`config.mk`:
```
export PLATFORM = sky130hd
export DESIGN_NAME = izigzag_buffer_flat
export DESIGN_NICKNAME = d
export VERILOG_FILES = /design/src/rtl/izigzag_buffer_if.sv /design/src/rtl/izigzag_buffer.sv /design/src/flat_wrapper.sv
export SDC_FILE = /design/constraint.sdc
export NUM_CORES = 2
export LEC_CHECK = 0
export ABC_AREA = 1
export CORE_MARGIN = 5
export CORE_UTILIZATION = 45
export DETAILED_ROUTE_END_ITERATION = 8
export PLACE_DENSITY = 0.65
export SYNTH_ARGS = -nofsm -noshare
export SYNTH_HDL_FRONTEND = slang
export SYNTH_SLANG_ARGS = --single-unit
```
`constraint.sdc`:
```
create_clock -name clk -period 3.1 [get_ports clk]
set_input_delay 0.31 -clock clk [delete_from_list [all_inputs] [get_ports clk]]
set_output_delay 0.31 -clock clk [all_outputs]
set_load 0.02 [all_outputs]
```
`src/rtl/izigzag_buffer_if.sv`:
```
// rtl/izigzag_buffer_if.sv - coefficient stream bundle for the inverse zigzag buffer
//
// Groups the input stream (din/din_valid/din_ready) and the output stream
// (dout/dout_valid/dout_ready/dout_last) of izigzag_buffer.
//   master : the side that drives din/din_valid/dout_ready (producer + consumer)
//   slave  : the buffer itself
interface izigzag_buffer_if #(
  parameter int DW = 12
);
  logic [DW-1:0] din;
  logic          din_valid;
  logic          din_ready;
  logic [DW-1:0] dout;
  logic          dout_valid;
  logic          dout_ready;
  logic          dout_last;

  modport master (
    output din, din_valid, dout_ready,
    input  din_ready, dout, dout_valid, dout_last
  );

  modport slave (
    input  din, din_valid, dout_ready,
    output din_ready, dout, dout_valid, dout_last
  );
endinterface

```
`src/rtl/izigzag_buffer.sv`:
```
// rtl/izigzag_buffer.sv - ping-pong buffer reordering JPEG zigzag coefficients to raster order
//
// Ports:
//   clk  : single clock, all state changes on its rising edge
//   rst  : asynchronous active-high reset
//   bus  : izigzag_buffer_if slave
//          din/din_valid/din_ready       - coefficients in zigzag order
//          dout/dout_valid/dout_ready    - coefficients in raster order (registered)
//          dout_last                     - marks raster position 63
module izigzag_buffer #(
  parameter int DW = 12
) (
  input  logic             clk,
  input  logic             rst,
  izigzag_buffer_if.slave  bus
);

  typedef enum logic [1:0] {
    EMPTY    = 2'd0,
    FILLING  = 2'd1,
    FULL     = 2'd2,
    DRAINING = 2'd3
  } bank_state_t;

  // Zigzag index -> raster address.
  localparam logic [5:0] ZZ [64] = '{
    6'd0,  6'd1,  6'd8,  6'd16, 6'd9,  6'd2,  6'd3,  6'd10,
    6'd17, 6'd24, 6'd32, 6'd25, 6'd18, 6'd11, 6'd4,  6'd5,
    6'd12, 6'd19, 6'd26, 6'd33, 6'd40, 6'd48, 6'd41, 6'd34,
    6'd27, 6'd20, 6'd13, 6'd6,  6'd7,  6'd14, 6'd21, 6'd28,
    6'd35, 6'd42, 6'd49, 6'd56, 6'd57, 6'd50, 6'd43, 6'd36,
    6'd29, 6'd22, 6'd15, 6'd23, 6'd30, 6'd37, 6'd44, 6'd51,
    6'd58, 6'd59, 6'd52, 6'd45, 6'd38, 6'd31, 6'd39, 6'd46,
    6'd53, 6'd60, 6'd61, 6'd54, 6'd47, 6'd55, 6'd62, 6'd63
  };

  logic [DW-1:0] mem [2][64];

  bank_state_t bank_state     [2];
  bank_state_t bank_state_nxt [2];

  logic       wr_bank;
  logic       rd_bank;
  logic [5:0] wr_cnt;
  logic [5:0] rd_cnt;
  logic       wr_en;
  logic       rd_en;
  logic       rd_avail;

  // Depends only on registered bank state, never on dout_ready.
  assign bus.din_ready = (bank_state[wr_bank] == EMPTY) ||
                         (bank_state[wr_bank] == FILLING);

  always_comb begin
    bank_state_nxt[0] = bank_state[0];
    bank_state_nxt[1] = bank_state[1];
    wr_en    = bus.din_valid && bus.din_ready;
    rd_avail = (bank_state[rd_bank] == FULL) || (bank_state[rd_bank] == DRAINING);
    // Load the output register whenever it is empty or being consumed.
    rd_en    = rd_avail && (!bus.dout_valid || bus.dout_ready);

    // A write needs EMPTY/FILLING and a read needs FULL/DRAINING, so the two
    // updates below never target the same bank in one cycle.
    if (wr_en) begin
      bank_state_nxt[wr_bank] = (wr_cnt == 6'd63) ? FULL : FILLING;
    end
    if (rd_en) begin
      bank_state_nxt[rd_bank] = (rd_cnt == 6'd63) ? EMPTY : DRAINING;
    end
  end

  always_ff @(posedge clk or posedge rst) begin
    if (rst) begin
      bank_state[0] <= EMPTY;
      bank_state[1] <= EMPTY;
    end else begin
      bank_state[0] <= bank_state_nxt[0];
      bank_state[1] <= bank_state_nxt[1];
    end
  end

  always_ff @(posedge clk or posedge rst) begin
    if (rst) begin
      wr_bank <= 1'b0;
      wr_cnt  <= 6'd0;
    end else if (wr_en) begin
      wr_cnt <= wr_cnt + 6'd1;
      if (wr_cnt == 6'd63) begin
        wr_bank <= ~wr_bank;
      end
    end
  end

  // Bank RAM is not reset; a discarded partial block is simply overwritten.
  always_ff @(posedge clk) begin
    if (wr_en) begin
      mem[wr_bank][ZZ[wr_cnt]] <= bus.din;
    end
  end

  always_ff @(posedge clk or posedge rst) begin
    if (rst) begin
      rd_bank        <= 1'b0;
      rd_cnt         <= 6'd0;
      bus.dout       <= '0;
      bus.dout_valid <= 1'b0;
      bus.dout_last  <= 1'b0;
    end else if (rd_en) begin
      bus.dout       <= mem[rd_bank][rd_cnt];
      bus.dout_valid <= 1'b1;
      bus.dout_last  <= (rd_cnt == 6'd63);
      rd_cnt         <= rd_cnt + 6'd1;
      if (rd_cnt == 6'd63) begin
        rd_bank <= ~rd_bank;
      end
    end else if (bus.dout_ready) begin
      bus.dout_valid <= 1'b0;
      bus.dout_last  <= 1'b0;
    end
  end

endmodule
```
`src/flat_wrapper.sv`:
```
// flat-port wrapper written by rule: the top's interface ports become plain ports
module izigzag_buffer_flat 
#(
  parameter int DW = 12
)
  (clk, rst, bus_din, bus_din_valid, bus_dout_ready, bus_din_ready, bus_dout, bus_dout_valid, bus_dout_last);
  izigzag_buffer_if #(.DW(DW)) bus_i ();
  input  logic clk;
  input  logic rst;
  input wire logic [$bits(bus_i.din)-1:0] bus_din;
  input wire logic [$bits(bus_i.din_valid)-1:0] bus_din_valid;
  input wire logic [$bits(bus_i.dout_ready)-1:0] bus_dout_ready;
  output wire logic [$bits(bus_i.din_ready)-1:0] bus_din_ready;
  output wire logic [$bits(bus_i.dout)-1:0] bus_dout;
  output wire logic [$bits(bus_i.dout_valid)-1:0] bus_dout_valid;
  output wire logic [$bits(bus_i.dout_last)-1:0] bus_dout_last;
  assign bus_i.din = bus_din;
  assign bus_i.din_valid = bus_din_valid;
  assign bus_i.dout_ready = bus_dout_ready;
  assign bus_din_ready = bus_i.din_ready;
  assign bus_dout = bus_i.dout;
  assign bus_dout_valid = bus_i.dout_valid;
  assign bus_dout_last = bus_i.dout_last;
  izigzag_buffer #(.DW(DW)) u_core (.clk(clk), .rst(rst), .bus(bus_i));
endmodule
```
==> Word-level counts from Yosys, hierarchy flattened <==
Memory sizes are Yosys's and may differ from the RTL's.
Index checks and enable logic that the tools add are counted.
{ "classes": {"add_sub_neg": 2, "mul": 0, "n_div": 0, "n_lt_le_gt_ge": 8, "n_eq_ne": 5, "shift": 0, "mux": 28, "n_bitwise": 7, "reduce_logical": 13} }
{ "op_table": {"columns": ["operator", "n"], "rows": [
  ["2-to-1 mux 768 bit", 1],
  ["binary-select mux 12 bit (select 6 bit)", 1],
  ["demux 12 bit (select 6 bit)", 1],
  ["2-to-1 mux 12 bit", 3],
  ["greater-or-equal comparator 7 bit (second input constant)", 3],
  ["NOT 6 -> 7 bit", 3],
  ["2-to-1 mux 2 bit", 10],
  ["adder 6 x 1 -> 6 bit (second input constant)", 2],
  ["equality test 6 bit (second input constant)", 2],
  ["2-to-1 mux 6 bit", 2],
  ["bitwise mux 4 bit", 2],
  ["2-to-1 mux 4 bit", 2],
  ["less-than comparator 7 x 1 -> 1 bit (second input constant)", 1],
  ["logical AND 1 bit", 5],
  ["demux 2 bit (select 1 bit)", 2],
  ["equality test 2 bit (second input constant)", 2],
  ["greater-or-equal comparator 2 bit (second input constant)", 2],
  ["less-than comparator 2 x 1 -> 1 bit (second input constant)", 2],
  ["2-to-1 mux 1 bit", 4],
  ["NOT 1 -> 2 bit", 2],
  ["AND reduction 2 bit", 2],
  ["logical OR 1 bit", 3],
  ["equality test 2 x 1 -> 1 bit (second input constant)", 1],
  ["zero test 2 bit", 1],
  ["other kinds (3)", 4]
]} }
{ "word_totals": {"regBits": 32, "latchBits": 0, "ramBits": 1536, "rom_bits": 384, "in_bits": 16, "output_inout_bits": 15, "wordCells": 74, "mem_count": 2} }
{ "memory_table": {"columns": ["name", "words", "word_bits", "rd", "rd_clocked_by_memory_dff", "write_ports", "line_no", "text"], "rows": [
  ["u_core.mem", 2, 768, 1, 0, 1, "izigzag_buffer.sv:37", "logic [DW-1:0] mem [2][64];"],
  ["(name not given)", 64, 6, 1, 0, 0, "izigzag_buffer.sv:97", "mem[wr_bank][ZZ[wr_cnt]] <= bus.din;"]
]} }

==> Logic depth before layout (Yosys ltp) <==
{ "logic_depth": {"word_depth": 10, "depth_mapped": 16, "depth_no_buf": 13} }

==> Worst setup path after synthesis <==
Ideal clock, no wire load.
{ "synth_timing": {"path_type": "register to register", "start": "register u_core.wr_cnt[1]", "end": "memory u_core.mem[0][144] in the netlist's numbering (enable)", "setup_time_ns": 0.380, "arrival_time_ns": 2.566, "required_time_ns": 2.720, "setup_slack_ns": 0.153, "stages_incl_launch_ff": 12, "path_buffers": 0, "period_less_slack_ns": 2.947, "cell_sequence": "dfrtp_1 -> inv_1 -> ha_1 -> inv_1 -> nand2_1 -> a31oi_1 -> nand3_1 -> nand2_1 -> nand2_1 -> nor2_2 -> nand2_1 -> nor2_1"} }
{ "synth_between": {"elab_chain_cells": 10, "elab_cells_between_ends": 11, "classes_between": "order compare: 2; mux: 5; bitwise: 2; reduce/logical: 1; memory: 1"} }
{ "synth_lines": {"columns": ["item", "line_no", "text"], "rows": [
  ["start: declaration", "izigzag_buffer.sv:44", "logic [5:0] wr_cnt;"],
  ["start signal: assignment", "izigzag_buffer.sv:87", "wr_cnt <= wr_cnt + 6'd1;"],
  ["NOT 6 -> 7 bit (implied by the code) (*)", "izigzag_buffer.sv:97", null],
  ["memory read (64 x 6 bit) (*)", null, null],
  ["2-to-1 mux 6 bit (implied by the code) (*) (2 in a row)", "izigzag_buffer.sv:97", null],
  ["NOT 6 -> 7 bit (implied by the code) (*)", "izigzag_buffer.sv:97", null],
  ["greater-or-equal comparator 7 bit (implied by the code) / less-than comparator 7 x 1 -> 1 bit (equally long branches)", "izigzag_buffer.sv:97", null],
  ["logical AND 1 bit (implied by the code)", "izigzag_buffer.sv:97", null],
  ["2-to-1 mux 12 bit (implied by the code)", "izigzag_buffer.sv:97", null],
  ["demux 12 bit (select 6 bit) (*)", "izigzag_buffer.sv:97", null],
  ["2-to-1 mux 768 bit (implied by the code) (*)", "izigzag_buffer.sv:97", null],
  ["end: declaration", "izigzag_buffer.sv:37", null]
]} }
Mark *: on every way between the ends. The rest lies on a longest branch, timed or not. The select of a mux whose other input is x is not followed.

==> Worst setup path after layout <==
{ "layout_timing": {"start": "register u_core.wr_cnt[0]", "end": "memory u_core.mem[0][455] in the netlist's numbering (enable)"} }
Same word-level chain as after synthesis.

==> run_results.csv <==
group,metric,value,unit
worst_setup_path,critPathMaxStageDelay,0.40,ns
global_routing,track_usage,23.6,%
worst_setup_path,crit_type,"register to register",
worst_setup_path,worstPathArrival,3.43,ns
worst_setup_path,cpMaxStageDelayCell,"dfrtp_1",
routing,drc_errors,0,
yosys,synth_commonest_cells,"nand2_1, edfxtp_1, nand3_1",
routing,drt_wl_total,183,mm
yosys,yosysTopAreaCell,"edfxtp_1",
final_layout,utilization,51.5,%
clocking,cts_resized,0,
sta,max_freq,340,MHz
sta,fin_ws,0.159,ns
floorplanning,die_h,392,µm
sta,fin_crit,2.94,ns
place,pre_cts_ws,0.244,ns
routing,met2WireLength,84.4,mm
worst_setup_path,worst-r2r-setup-slack,0.16,ns
place,port_buffers,30,
final_layout,fillers,12504,
yosys,netlist_instances,6010,
place,place.gp.congestion,0.936,
floorplanning,dieArea,154000,µm²
place,dp_hpwl,112,mm
yosys,ys_seq_elements,1566,
clocking,clockBufferDepth,3,
worst_setup_path,path_max_fanout,12,
yosys,synth_top_area_share,70.2,%
power,finalPower,0.0540,W
clocking,cts_sinks,1566,
sta,slew_viol_final,0,
clocking,htreeDepth,4,
worst_setup_path,critPathBufInv,5,
status,run_status,"completed",
worst_setup_path,start_kind,"register",
yosys,ys_warn_count,0,
routing,dr.pass1.iters,5,
routing,vias_per_cell,5.47,
worst_setup_path,crit_chain,"inv_2 > ha_1 > inv_1 > nand2_1 > nand3_1 > o21ai_1 > a21oi_1 > a21oi_4 > inv_2 > nor2_4 > buf_12 > nand2_1 > nor2_1 > buf_4",
yosys,synth_area_leaders,"edfxtp_1, nand2_1, nand3_1, nor2_1, inv_1",
global_routing,antenna_found_initial,3,
power,power_density,721,nW/µm²
yosys,async_reset_ff_share,1.92,%
power,p_leak,28.6,nW
job,cap_violations,0,
sta,relSlewSlack,36.4,%
sta,finalSetupViolations,0,
yosys,yosysSeqAreaShare,71.4,%
sta,holdWs,0.0363,ns
global_routing,grt_pass1_wl,271,mm
routing,drt_iter0_markers,5217,
clocking,cts_inserted_buffers,160,
yosys,syn-mean-instance-area,10.9,µm²
clocking,postCtsSetupBuffers,0,
global_routing,grt-ovfl-total,0,
clocking,hold_buffers,5,
routing,vias,44840,
clocking,cts_tree,"built",
floorplanning,rows,140,
global_routing,grt_pass1_vias,42876,
final_layout,finalNetCount,6189,
routing,met1Wirelength,77.4,mm
sta,finalHoldViolCount,0,
yosys,synth_cell_types,31,
clocking,root_buffer,"clkbuf_16",
routing,met3_length,16.0,mm
floorplanning,core_region_area,145000,µm²
sta,grt_setup_unrepaired,"no",
sta,fin_tns_setup,0,ns
yosys,synth.most_common_cell,"nand2_1",
clocking,clk_pin_slew,0.06,ns
floorplanning,pin_count,31,
global_routing,grt_max_degree,113,
routing,routedWlPerCell,22.3,µm
worst_setup_path,worst_setup_path_end_kind,"register",
clocking,insertion_delay,0.81,ns
yosys,synth_nets,6043,
routing,highest_layer,"met4",
routing,postRouteAntennaNets,0,
yosys,synth-edff-count,1536,
sta,worst_pin_slew,0.954,ns
final_layout,drive_gt1_share,9.17,%
final_layout,synthToLayoutAreaGrowth,14.1,%
worst_setup_path,cp.required,3.59,ns
floorplanning,start_util,45.2,%
worst_setup_path,crit_family,"simple AND/OR/NAND/NOR gates",
min_path,hp-class,"input port to register",
power,peakVddDrop,0.000725,V
floorplanning,die_x,392,µm
yosys,netlist_area,65700,µm²
yosys,synth-main-ff-cell,"edfxtp_1",
sta,timing.final.crit_share,94.9,%
sta,skew,0.0395,ns
placed cells by master, fill, tap and decap left out, types with 5 or more instances in the layout:
master	instances
a21oi_1	44
buf_12	59
o21ai_1	14
dfrtp_1	25
dlygate4sd3_1	5
edfxtp_1	1536
ha_1	17
o211ai_1	11
nor2_2	12
clkinv_2	28
nand3_1	1091
clkinv_1	32
nand2_1	2123
xor2_1	11
nor2_1	328
diode_2	5
o21ai_0	97
inv_1	307
buf_4	255
clkinv_8	5
dfrtp_4	5
clkdlybuf4s50_1	17
bufinv_16	11
inv_6	7
clkbuf_1	36
clkbuf_16	162
inv_2	12
layer usage:
| layer | vias up | GRT usage (%) |
|---|---|---|
| met1 | 21747 | 33.6 |
| li1 | 20728 | - |
| met2 | 2032 | 37.2 |
| met3 | 333 | 4.41 |
| met4 | 0 | 7.33 |
| met5 | - | 0 |
area by class of cell:
type,instances,area [µm²],share of cell area [%]
Tap cell,1917,2400,3.20
Multi-Input combinational cell,3767,16100,21.4
Clock inverter,86,778,1.04
Timing Repair Buffer,336,3320,4.42
Antenna cell,5,12.5,0.0167
Sequential cell,1566,46900,62.6
Inverter,325,1240,1.66
Clock buffer,202,4240,5.66
power by group:
group          internal, W  switching [W]
clock               0.0106        0.00799
sequential          0.0242       0.000431
combinational      0.00304        0.00774
total               0.0379         0.0162
flip-flops by register name (all words and copies together), names as in the netlist:
register and cells:
u_core.mem 1536, u_core.bus.dout 12, u_core.rd_cnt 6, u_core.wr_cnt 6
u_core.bank_state 2, u_core.bus.dout_last 1, u_core.bus.dout_valid 1, u_core.rd_bank 1
u_core.wr_bank 1
per-stage QoR:
step / instance area (µm²) / cells
after CTS: 74900 / 8199
after floorplan: 65700 / 6010
after global routing: 74900 / 8199
after detailed placement: 69900 / 7906
final: 74900 / 8204
after global placement: 69900 / 7906
worst register-to-register path, stage by stage (launching register included):
cell	delay (ns)
dfrtp_1	0.40
inv_2	0.06
ha_1	0.31
inv_1	0.10
nand2_1	0.18
nand3_1	0.09
o21ai_1	0.08
a21oi_1	0.10
a21oi_4	0.24
inv_2	0.15
nor2_4	0.28
buf_12	0.19
nand2_1	0.12
nor2_1	0.13
buf_4	0.22
logic make-up after synthesis:
group | Yosys count | share of synthesized area (%)
compound gates | 174 | 1.41
xor+xnor | 11 | 0.147
flops | 1566 | 71.4
simple gates | 3565 | 22.6
buf+inv | 677 | 4.18
fa+ha+maj | 17 | 0.324
final timing paths:
| kind | cells after the start | to | start |
|---|---|---|---|
| worst max-delay path | 14 | u_core.mem[0][455] | u_core.wr_cnt[0] |
| worst min-delay path | 2 | u_core.mem[0][598] | bus_din[10] |
| worst max register to register | 14 | u_core.mem[0][455] | u_core.wr_cnt[0] |
| worst min register to register | 1 | u_core.rd_cnt[4] | u_core.rd_cnt[4] |
| max in group asynchronous | 2 | u_core.wr_bank | rst |
| min in group asynchronous | 2 | u_core.wr_cnt[3] | rst |
Power figures use the tool's default switching activity.
